`src/rtl/sq_cbrt_unit_pkg.sv`:
```
// Shared definitions for the square plus cube-root unit: FSM states and
// the width/latency derivations used by RTL and integrators.
package sq_cbrt_unit_pkg;

    typedef enum logic [2:0] {
        StIdle,
        StPrep,
        StMul,
        StCmp,
        StUpd,
        StSum,
        StDone
    } state_e;

    // Root width and cube-root iteration count: ceil(w/3).
    function automatic int unsigned calc_n(input int unsigned w);
        return (w + 2) / 3;
    endfunction

    // Cycles from the accepting edge to the edge that samples ready.
    function automatic int unsigned calc_latency(input int unsigned w);
        return calc_n(w) * (w + 4) + 2;
    endfunction

endpackage

```
`src/rtl/sq_cbrt_unit_seq_mult.sv`:
```
// Shift-add unsigned multiplier, W x W -> 2W. The start edge performs the
// first partial product, so done pulses W-1 edges later and p is final then.
module seq_mult #(
    parameter int unsigned W = 16
) (
    input  logic           clk,
    input  logic           rst,
    input  logic           start,
    input  logic [W-1:0]   a,
    input  logic [W-1:0]   b,
    output logic           done,
    output logic [2*W-1:0] p
);

    localparam int unsigned CW = $clog2(W + 1);

    logic [2*W-1:0] mcand_q, mcand_d;
    logic [2*W-1:0] acc_q, acc_d;
    logic [W-1:0]   mplier_q, mplier_d;
    logic [CW-1:0]  cnt_q, cnt_d;
    logic           done_q, done_d;

    always_comb begin
        mcand_d  = mcand_q;
        acc_d    = acc_q;
        mplier_d = mplier_q;
        cnt_d    = cnt_q;
        done_d   = 1'b0;
        if (start) begin
            acc_d    = b[0] ? {{W{1'b0}}, a} : '0;
            mcand_d  = {{(W - 1){1'b0}}, a, 1'b0};
            mplier_d = b >> 1;
            cnt_d    = CW'(W - 1);
        end else if (cnt_q != '0) begin
            if (mplier_q[0]) begin
                acc_d = acc_q + mcand_q;
            end
            mcand_d  = mcand_q << 1;
            mplier_d = mplier_q >> 1;
            cnt_d    = cnt_q - CW'(1);
            done_d   = (cnt_q == CW'(1));
        end
    end

    always_ff @(posedge clk) begin
        if (rst) begin
            mcand_q  <= '0;
            acc_q    <= '0;
            mplier_q <= '0;
            cnt_q    <= '0;
            done_q   <= 1'b0;
        end else begin
            mcand_q  <= mcand_d;
            acc_q    <= acc_d;
            mplier_q <= mplier_d;
            cnt_q    <= cnt_d;
            done_q   <= done_d;
        end
    end

    assign done = done_q;
    assign p    = acc_q;

endmodule

```
`src/rtl/sq_cbrt_unit.sv`:
```
// Computes y = a*a + floor(cbrt(b)) with two sequential multipliers and one
// shared W+2-bit adder/subtractor; fixed latency regardless of operands.
module sq_cbrt_unit
    import sq_cbrt_unit_pkg::*;
#(
    parameter int unsigned W = 16,
    localparam int unsigned N = calc_n(W)
) (
    input  logic           clk,
    input  logic           rst,
    input  logic           start,
    input  logic [W-1:0]   a,
    input  logic [W-1:0]   b,
    output logic           busy,
    output logic           ready,
    output logic [2*W-1:0] y,
    output logic [N-1:0]   root
);

    localparam int unsigned SW = $clog2(3 * N);
    localparam logic [SW-1:0] SInit = SW'(3 * (N - 1));

    state_e         state_q, state_d;
    logic [W-1:0]   x_q, x_d;
    logic [N-1:0]   r_q, r_d;
    logic [SW-1:0]  s_q, s_d;
    logic [W+1:0]   c_q, c_d;
    logic           c_big_q, c_big_d;
    logic           ge_q, ge_d;
    logic           upd_ph_q, upd_ph_d;
    logic [2*W-1:0] sq_q, sq_d;
    logic [2*W-1:0] y_q, y_d;
    logic [N-1:0]   root_q, root_d;

    logic           m0_start, m0_done, m1_start, m1_done;
    logic [2*W-1:0] p0, p1;
    logic [N-1:0]   r_dbl;

    // Shared adder/subtractor; for subtraction the top bit is the no-borrow flag.
    logic [W+1:0]   add_a, add_b;
    logic           add_sub, add_cin;
    logic [W+2:0]   add_res;

    assign r_dbl   = {r_q[N-2:0], 1'b0};
    assign add_res = {1'b0, add_a} + {1'b0, (add_sub ? ~add_b : add_b)}
                   + {{(W + 2){1'b0}}, add_cin};

    seq_mult #(
        .W (W)
    ) u_mult0 (
        .clk   (clk),
        .rst   (rst),
        .start (m0_start),
        .a     ({{(W - N){1'b0}}, r_dbl}),
        .b     ({{(W - N){1'b0}}, r_dbl[N-1:1], 1'b1}),
        .done  (m0_done),
        .p     (p0)
    );

    seq_mult #(
        .W (W)
    ) u_mult1 (
        .clk   (clk),
        .rst   (rst),
        .start (m1_start),
        .a     (a),
        .b     (a),
        .done  (m1_done),
        .p     (p1)
    );

    always_comb begin
        state_d  = state_q;
        x_d      = x_q;
        r_d      = r_q;
        s_d      = s_q;
        c_d      = c_q;
        c_big_d  = c_big_q;
        ge_d     = ge_q;
        upd_ph_d = upd_ph_q;
        sq_d     = m1_done ? p1 : sq_q;
        y_d      = y_q;
        root_d   = root_q;
        add_a    = '0;
        add_b    = '0;
        add_sub  = 1'b0;
        add_cin  = 1'b0;
        m0_start = 1'b0;
        m1_start = 1'b0;

        unique case (state_q)
            StIdle: begin
                if (start) begin
                    m1_start = 1'b1;
                    x_d      = b;
                    r_d      = '0;
                    s_d      = SInit;
                    state_d  = StPrep;
                end
            end
            StPrep: begin
                r_d      = r_dbl;
                m0_start = 1'b1;
                state_d  = StMul;
            end
            StMul: begin
                if (m0_done) begin
                    state_d = StCmp;
                end
            end
            StCmp: begin
                // c = 3p + 1; any product bits beyond the path width make c
                // unreachable for a W-bit remainder, so the digit is 0.
                add_a    = {p0[W:0], 1'b0};
                add_b    = p0[W+1:0];
                add_cin  = 1'b1;
                c_d      = add_res[W+1:0];
                c_big_d  = (|p0[2*W-1:W+1]) | add_res[W+2];
                upd_ph_d = 1'b0;
                state_d  = StUpd;
            end
            StUpd: begin
                add_sub = 1'b1;
                add_cin = 1'b1;
                if (!upd_ph_q) begin
                    add_a    = {2'b00, x_q >> s_q};
                    add_b    = c_q;
                    ge_d     = add_res[W+2] & ~c_big_q;
                    upd_ph_d = 1'b1;
                end else begin
                    // c<<s only matters when ge_q, and then it fits below x.
                    add_a = {2'b00, x_q};
                    add_b = c_q << s_q;
                    if (ge_q) begin
                        x_d = add_res[W-1:0];
                        r_d = {r_q[N-1:1], 1'b1};
                    end
                    if (s_q == '0) begin
                        state_d = StSum;
                    end else begin
                        s_d     = s_q - SW'(3);
                        state_d = StPrep;
                    end
                end
            end
            StSum: begin
                add_a   = {2'b00, sq_q[W-1:0]};
                add_b   = {{(W + 2 - N){1'b0}}, r_q};
                y_d     = {sq_q[2*W-1:W] + {{(W - 1){1'b0}}, add_res[W]}, add_res[W-1:0]};
                root_d  = r_q;
                state_d = StDone;
            end
            StDone: begin
                state_d = StIdle;
            end
            default: begin
                state_d = StIdle;
            end
        endcase
    end

    always_ff @(posedge clk) begin
        if (rst) begin
            state_q  <= StIdle;
            x_q      <= '0;
            r_q      <= '0;
            s_q      <= '0;
            c_q      <= '0;
            c_big_q  <= 1'b0;
            ge_q     <= 1'b0;
            upd_ph_q <= 1'b0;
            sq_q     <= '0;
            y_q      <= '0;
            root_q   <= '0;
        end else begin
            state_q  <= state_d;
            x_q      <= x_d;
            r_q      <= r_d;
            s_q      <= s_d;
            c_q      <= c_d;
            c_big_q  <= c_big_d;
            ge_q     <= ge_d;
            upd_ph_q <= upd_ph_d;
            sq_q     <= sq_d;
            y_q      <= y_d;
            root_q   <= root_d;
        end
    end

    assign busy  = (state_q != StIdle) && (state_q != StDone);
    assign ready = (state_q == StDone);
    assign y     = y_q;
    assign root  = root_q;

endmodule

```
`config.mk`:
```
export PLATFORM = sky130hd
export DESIGN_NAME = sq_cbrt_unit
export DESIGN_NICKNAME = d
export VERILOG_FILES = /design/src/rtl/sq_cbrt_unit_pkg.sv /design/src/rtl/sq_cbrt_unit_seq_mult.sv /design/src/rtl/sq_cbrt_unit.sv
export SDC_FILE = /design/constraint.sdc
export NUM_CORES = 1
export LEC_CHECK = 0
export ABC_AREA = 1
export ABC_CLOCK_PERIOD_IN_PS = 9550
export BUFFER_PORTS_ARGS = -buffer_cell sky130_fd_sc_hd__buf_4
export CELL_PAD_IN_SITES_DETAIL_PLACEMENT = 1
export CELL_PAD_IN_SITES_GLOBAL_PLACEMENT = 1
export CORE_MARGIN = 4
export CORE_UTILIZATION = 49
export CTS_BUF_LIST = sky130_fd_sc_hd__clkbuf_2
export CTS_CLUSTER_DIAMETER = 30
export CTS_CLUSTER_SIZE = 8
export DETAILED_ROUTE_END_ITERATION = 10
export PLACE_DENSITY_LB_ADDON = 0.1
export SETUP_SLACK_MARGIN = 0.05
export SYNTH_ARGS = -nofsm -noshare
export SYNTH_HDL_FRONTEND = slang
export SYNTH_SLANG_ARGS = --single-unit
```
`constraint.sdc`:
```
create_clock -name clk -period 9.55 [get_ports clk]
set_clock_uncertainty 0.05 [all_clocks]
set_input_delay 1.4325 -clock clk [delete_from_list [all_inputs] [get_ports clk]]
set_output_delay 1.4325 -clock clk [all_outputs]
set_load 0.05 [all_outputs]
```
==> run_results.csv, run 1 <==
group,metric,value,unit
floorplan,die_area,0.03964,sq mm
route,routed-wl-met2,32840,um
placement,place_inst,3296,
yosys,async_flop_share,0,%
sta,hold_violations,0,
sta,hold_ws,0.3953,ns
clocking,cts_made_buffers,73,
yosys,avgSynthCellArea,6.257,sq um
global_routing,grt_overflow,0,
yosys,synth_edf_count,0,
floorplan,initial_utilization,49.95,%
placement,dp_hpwl,51250,um
sta,worstMarginPinSlew,1.068,ns
global_routing,grt_first_pass_wirelength,109700,um
power,max-vdd-ir-drop,0.2592,mV
cells_and_area,fin_nets,3034,
route,drc,0,
floorplan,core_area,0.03583,sq mm
clocking,clkTransAtPathRegs,0.16,ns
yosys,synth-seq-cells,277,
floorplan,rows,69,
yosys,synth_area,0.01790,sq mm
worst_setup_path,crit_fanout,15,
global_routing,grt_usage,34.51,%
worst_setup_path,crit_type,"reg -> reg",
yosys,ys_warn_count,0,
clocking,cts_tree,"built",
worst_setup_path,r2r-end,"y[30]$_SDFFE_PP0N_",
clocking,post_cts_buffers,0,
power,pwr_density_cell,209.8,mW/mm^2
placement,numPortBuffers,74,
min_path,min_to,"u_mult1.mplier_q[3]$_SDFFE_PP0P_",
sta,setup_viol,0,
clocking,clock_path_buffers,3,
worst_setup_path,cp_common_cell,"nand2_1",
worst_setup_path,reg2reg_from,"s_q[2]$_SDFFE_PP0P_",
clocking,worstSkewPairLatency,1.02,ns
floorplan,die_w,199.1,um
worst_setup_path,crit_buf_inv,4,
route,num_vias,19750,
route,wirelength,69080,um
clocking,hold_buffers,0,
min_path,min_from,"u_mult1.mplier_q[4]$_SDFFE_PP0P_",
sta,rsz0062_at_grt,"no",
worst_setup_path,critPathSlowestCell,"nor2_1",
route,firstDrtPassIters,5,
worst_setup_path,cp-start-kind,"register",
global_routing,antenna_found_initial,1,
route,first_iter_violations,1255,
worst_setup_path,critPathCaptureType,"register",
sta,setup_tns,0,ns
min_path,hp-class,"reg -> reg",
sta,fmax,0.1730,GHz
clocking,cts.sinks,277,
worst_setup_path,worstPathRequired,10.38,ns
min_path,hold_depth,2,
run,drv_cap,0,
clocking,cts.repair.resized,0,
floorplan,io-pin-count,75,
yosys,synth_cells,2860,
sta,fin_crit_sh,60.51,%
route,vias_per_cell,5.757,
worst_setup_path,reg2reg_slack,3.77,ns
floorplan,die_y,199.1,um
route,top_layer,"met4",
sta,slew_viol_final,0,
cells_and_area,syn_to_final_growth,10.09,%
route,ant_nets,0,
cells_and_area,instances_no_fill,3430,
run_status,outcome,"complete, no violations",
power,leakage,9.621,nW
clocking,htree_levels,3,
route,m1WireLength,29660,um
yosys,yosysSeqAreaShare,30.99,%
yosys,synth_cell_types,54,
yosys,synth.net_count,2984,
placement,routabilityCongestion,0.9995,
worst_setup_path,critPathArrivalTime,6.61,ns
yosys,synth_top_flop_cell,"dfxtp_1",
worst_setup_path,slowest_delay,0.81,ns
global_routing,grt_pass1_vias,20350,
sta,fin_crit,5.779,ns
sta,slew_headroom,28.79,%
cells_and_area,layout-drive-gt1-share,8.827,%
route,met3_length,3556,um
clocking,cts-root-buf,"clkbuf_2",
global_routing,grt_max_degree,113,
worst_setup_path,reg2reg_depth,29,
worst_setup_path,crit_family,"simple AND/OR/NAND/NOR gates",
route,routedWlPerCell,20.14,um
sequential cells by signal (all words and copies together) (netlist names), 16 cells and up:
name / flops
u_mult0.p: 31
y: 32
sq_q: 32
c_q: 18
u_mult0.mcand_q: 30
u_mult1.mcand_q: 31
x_q: 16
u_mult1.p: 32
routing by layer:
layer  vias up  GRT usage (%)
li1       9417              -
met1      9580          43.50
met2       572          58.98
met3       177          5.564
met4         0          14.03
met5         -              0
layout make-up:
class | count | area, sq um
Fill cell | 4986 | 16130
Clock buffer | 83 | 415.4
Inverter | 344 | 1295
Clock inverter | 50 | 638.1
Tap cell | 461 | 576.8
Timing Repair Buffer | 90 | 675.6
Sequential cell | 277 | 5545
Multi-Input combinational cell | 2124 | 10550
Antenna cell | 1 | 2.502
through the flow:
step	setup slack (ns)	util (%)	cell area [sq um]	power [mW]
after floorplan	5.250	-	17900	2.425
after global placement	4.138	52.04	18650	2.771
after detailed placement	3.883	52.04	18650	2.838
after CTS	3.832	54.98	19700	4.127
after global routing	3.119	54.99	19700	4.375
final	3.771	54.99	19700	4.133
tightest hold or removal path: stages, from the launching register on:
cell and delay, ns:
dfxtp_1 0.33, nand2_1 0.06, a31oi_1 0.07
how the worst max path moves through the flow:
stage	startpoint	endpoint	slack (ns)	cells after the start
after detailed placement	s_q[2]$_SDFFE_PP0P_	y[30]$_SDFFE_PP0N_	3.88	28
after global routing	s_q[2]$_SDFFE_PP0P_	y[30]$_SDFFE_PP0N_	3.12	29
after floorplan	s_q[0]$_SDFFE_PP0P_	y[30]$_SDFFE_PP0N_	5.25	34
after global placement	s_q[2]$_SDFFE_PP0P_	y[30]$_SDFFE_PP0N_	4.14	29
after CTS	s_q[2]$_SDFFE_PP0P_	y[30]$_SDFFE_PP0N_	3.83	29
final	s_q[2]$_SDFFE_PP0P_	y[30]$_SDFFE_PP0N_	3.77	29
cells in the final DEF, fill, tap and decap left out, types with 51 or more instances in the layout:
cell type | synthesis | layout
a31oi_1 | 51 | 51
dfxtp_1 | 277 | 277
clkbuf_2 | 1 | 83
nor2_1 | 264 | 263
o21ai_0 | 225 | 225
nand3_1 | 178 | 178
ha_1 | 85 | 85
inv_1 | 330 | 329
nand2_1 | 846 | 846
buf_4 | 7 | 90
a21oi_1 | 241 | 241
cells by family (layout without fill, tap and decap cells):
| kind of cell | Yosys count | count (layout) | synth area share, % |
|---|---|---|---|
| mux | 4 | 4 | 0.2237 |
| flops | 277 | 277 | 30.99 |
| buf+inv | 459 | 567 | 10.12 |
| compound gates | 620 | 620 | 18.99 |
| other cells | 0 | 1 | 0 |
| simple gates | 1372 | 1372 | 31.39 |
| xor+xnor | 39 | 39 | 1.909 |
| fa+ha+maj | 89 | 89 | 6.390 |
synthesized netlist by cell type, types with 5 or more instances:
library cell  count  area [sq um]
buf_1             8         30.03
nor2_4            5         56.30
or2_2             5         31.28
dfxtp_1         277          5545
o21ai_0         225          1126
buf_4             7         52.55
nand4_1          16         100.1
inv_1           330          1239
xnor2_1           8         70.07
nand3b_1          6         45.04
and2_1            5         31.28
nor4_1            6         37.54
nand3_1         178         890.9
o22ai_1           5         31.28
o21a_1            7         52.55
buf_2            40         200.2
xor2_1           31         271.5
ha_1             85          1064
a211oi_1          7         52.55
nor2_1          264         991.0
nand2_1         846          3176
nor3_1           19         95.09
clkbuf_1         58         217.7
nand2_2           7         43.79
inv_2            12         45.04
nor2_2            7         43.79
a21oi_1         241          1206
o211ai_1         21         157.7
a31oi_1          51         319.1
o21ai_1          18         90.09
o21bai_1         26         195.2
power by group:
part,leakage [nW],switching [mW],total [mW],internal [mW]
combinational,6.74,0.966,1.36,0.398
sequential,2.25,0.175,1.50,1.32
clock,0.627,0.601,1.27,0.670
total,9.62,1.74,4.13,2.39
Note: power is estimated with default switching activity, not from simulation.
==> inputs of run 2 (changes only) <==
--- a/config.mk
+++ b/config.mk
@@ -6,12 +6,12 @@
 export NUM_CORES = 1
 export LEC_CHECK = 0
 export ABC_AREA = 1
-export ABC_CLOCK_PERIOD_IN_PS = 9550
+export ABC_CLOCK_PERIOD_IN_PS = 5700
 export BUFFER_PORTS_ARGS = -buffer_cell sky130_fd_sc_hd__buf_4
 export CELL_PAD_IN_SITES_DETAIL_PLACEMENT = 1
 export CELL_PAD_IN_SITES_GLOBAL_PLACEMENT = 1
 export CORE_MARGIN = 4
-export CORE_UTILIZATION = 49
+export CORE_UTILIZATION = 46
 export CTS_BUF_LIST = sky130_fd_sc_hd__clkbuf_2
 export CTS_CLUSTER_DIAMETER = 30
 export CTS_CLUSTER_SIZE = 8
==> constraint.sdc (replaced) <==
create_clock -name clk -period 5.7 [get_ports clk]
set_clock_uncertainty 0.05 [all_clocks]
set_input_delay 0.855 -clock clk [delete_from_list [all_inputs] [get_ports clk]]
set_output_delay 0.855 -clock clk [all_outputs]
set_load 0.05 [all_outputs]
==> run_results.csv, run 2 (same netlist as run 1, synthesis figures left out) <==
group,metric,value,unit
run_status,outcome,"complete, no violations",
placement,dp_hpwl,52850,um
worst_setup_path,critPathArrivalTime,6.02,ns
worst_setup_path,worstPathRequired,6.51,ns
sta,slew_viol_final,0,
route,first_iter_violations,1172,
run,drv_cap,0,
placement,routabilityCongestion,0.9751,
min_path,hp-class,"in -> reg",
worst_setup_path,r2r-end,"y[30]$_SDFFE_PP0N_",
sta,setup_viol,0,
worst_setup_path,reg2reg_depth,28,
global_routing,grt_first_pass_wirelength,109700,um
floorplan,die_w,205.2,um
worst_setup_path,cp_common_cell,"nand2_1",
sta,worstMarginPinSlew,1.101,ns
cells_and_area,regArea,0.005547,sq mm
global_routing,antenna_found_initial,2,
sta,fin_crit,5.204,ns
worst_setup_path,critPathCaptureType,"register",
global_routing,grt_pass1_vias,20170,
clocking,cts.sinks,277,
cells_and_area,fillers,5431,
worst_setup_path,critPathSlowestCell,"fa_1",
route,wirelength,69490,um
clocking,hold_buffers,0,
worst_setup_path,cp-start-kind,"register",
route,drc,0,
power,total_power,6.673,mW
sta,slew_headroom,26.59,%
floorplan,rows,71,
cells_and_area,layout-drive-gt1-share,9.051,%
floorplan,initial_utilization,47.07,%
power,pwr_density_cell,337.8,mW/mm^2
sta,hold_ws,0.08067,ns
power,max-vdd-ir-drop,0.2615,mV
floorplan,io-pin-count,75,
placement,numPortBuffers,74,
route,routedWlPerCell,19.93,um
cells_and_area,instances_no_fill,3487,
sta,setup_tns,0,ns
route,num_vias,19630,
min_path,hold_depth,3,
sta,fmax,0.1922,GHz
clocking,cts_made_buffers,67,
cells_and_area,fin_nets,3045,
worst_setup_path,reg2reg_slack,0.50,ns
global_routing,grt_max_degree,112,
min_path,min_to,"x_q[1]$_SDFFE_PP0P_",
floorplan,die_area,0.04212,sq mm
sta,rsz0062_at_grt,"no",
route,firstDrtPassIters,5,
floorplan,core_area,0.03802,sq mm
clocking,cts_tree,"built",
floorplan,die_y,205.2,um
cells_and_area,mostFrequentLayoutCells,"846 x nand2_1, 329 x inv_1, 276 x dfxtp_1",
worst_setup_path,crit_fanout,15,
cells_and_area,syn_to_final_growth,10.38,%
worst_setup_path,crit_type,"reg -> reg",
global_routing,grt_overflow,0,
clocking,worstSkewPairLatency,1.02,ns
sta,hold_violations,0,
global_routing,grt_usage,32.61,%
clocking,cts-root-buf,"clkbuf_2",
cells_and_area,multi_input_area,0.01057,sq mm
power,leakage,9.647,nW
sta,fin_crit_sh,91.29,%
clocking,htree_levels,3,
min_path,min_from,"b[1]",
placement,post_dp_cell_area,0.01884,sq mm
route,vias_per_cell,5.630,
placement,place_inst,3363,
route,ant_nets,0,
worst_setup_path,reg2reg_from,"s_q[2]$_SDFFE_PP0P_",
worst_setup_path,slowest_delay,0.49,ns
clocking,clkTransAtPathRegs,0.14,ns
cells_and_area,layout_commonest_cell,"nand2_1",
clocking,clock_path_buffers,3,
cells_and_area,fin_area,0.01975,sq mm
-- run 2: cell count changes in the layout (fill, tap and decap cells not counted), sizes merged --
cell,delta
clkbuf,-7
clkinvlp,-5
bufinv,-4
diode,+3
clkinv,+2
buf,+17
inv,+1
-- run 2: routing by layer --
metal | vias to the layer above | GRT usage (%) | routed length [um]
met2 | 493 | 56.36 | 33360
li1 | 9453 | - | -
met3 | 144 | 5.784 | 3595
met1 | 9543 | 40.62 | 29950
met4 | 0 | 12.30 | 2594
met5 | - | 0 | 0
-- run 2: what timing repair did --
item | CTS | global route
setup endpoints to repair | 0 | 6
hold endpoints to repair | 0 | 0
gates resized for setup | 0 | 5
setup buffers | 0 | 0
-- run 2: where the power goes --
part	internal, mW	switching, mW	leakage [nW]	total (mW)
Clock	0.904	0.959	0.553	1.86
Sequential	2.22	0.276	2.25	2.49
Combinational	0.689	1.63	6.84	2.32
-- run 2: cell type report --
cell class	instances	share of cell area [%]
multi-input cells	2124	53.51
well taps	511	3.237
clock buffers	76	1.926
repair buffers	107	4.086
diodes	4	0.05067
flip-flops and latches	277	28.08
clock inverters	44	2.559
inverters	344	6.556
-- run 2: through the flow --
stage | util, % | worst slack [ns]
floorplan | - | 1.400
global placement | 49.54 | 0.5400
detailed placement | 49.54 | 0.3476
CTS | 51.87 | 0.1910
global route | 51.95 | 0.07290
finish | 51.95 | 0.4964
-- run 2: critical path, delay by kind of cell (launching register included) --
family / cells / cell delay (ns)
AOI/OAI and AO/OA: 3 / 0.34
adders and majority gates: 4 / 1.30
and+or+nand+nor: 18 / 2.45
buffers and inverters: 3 / 0.61
DFF: 1 / 0.32
-- run 2: worst max-delay path by stage --
stage	from	to	slack, ns	cells after the start
global route	s_q[0]$_SDFFE_PP0P_	y[29]$_SDFFE_PP0N_	0.07	34
global placement	s_q[0]$_SDFFE_PP0P_	y[30]$_SDFFE_PP0N_	0.54	34
detailed placement	s_q[0]$_SDFFE_PP0P_	y[30]$_SDFFE_PP0N_	0.35	34
floorplan	s_q[0]$_SDFFE_PP0P_	y[30]$_SDFFE_PP0N_	1.40	34
finish	s_q[2]$_SDFFE_PP0P_	y[30]$_SDFFE_PP0N_	0.50	28
CTS	s_q[0]$_SDFFE_PP0P_	y[30]$_SDFFE_PP0N_	0.19	34
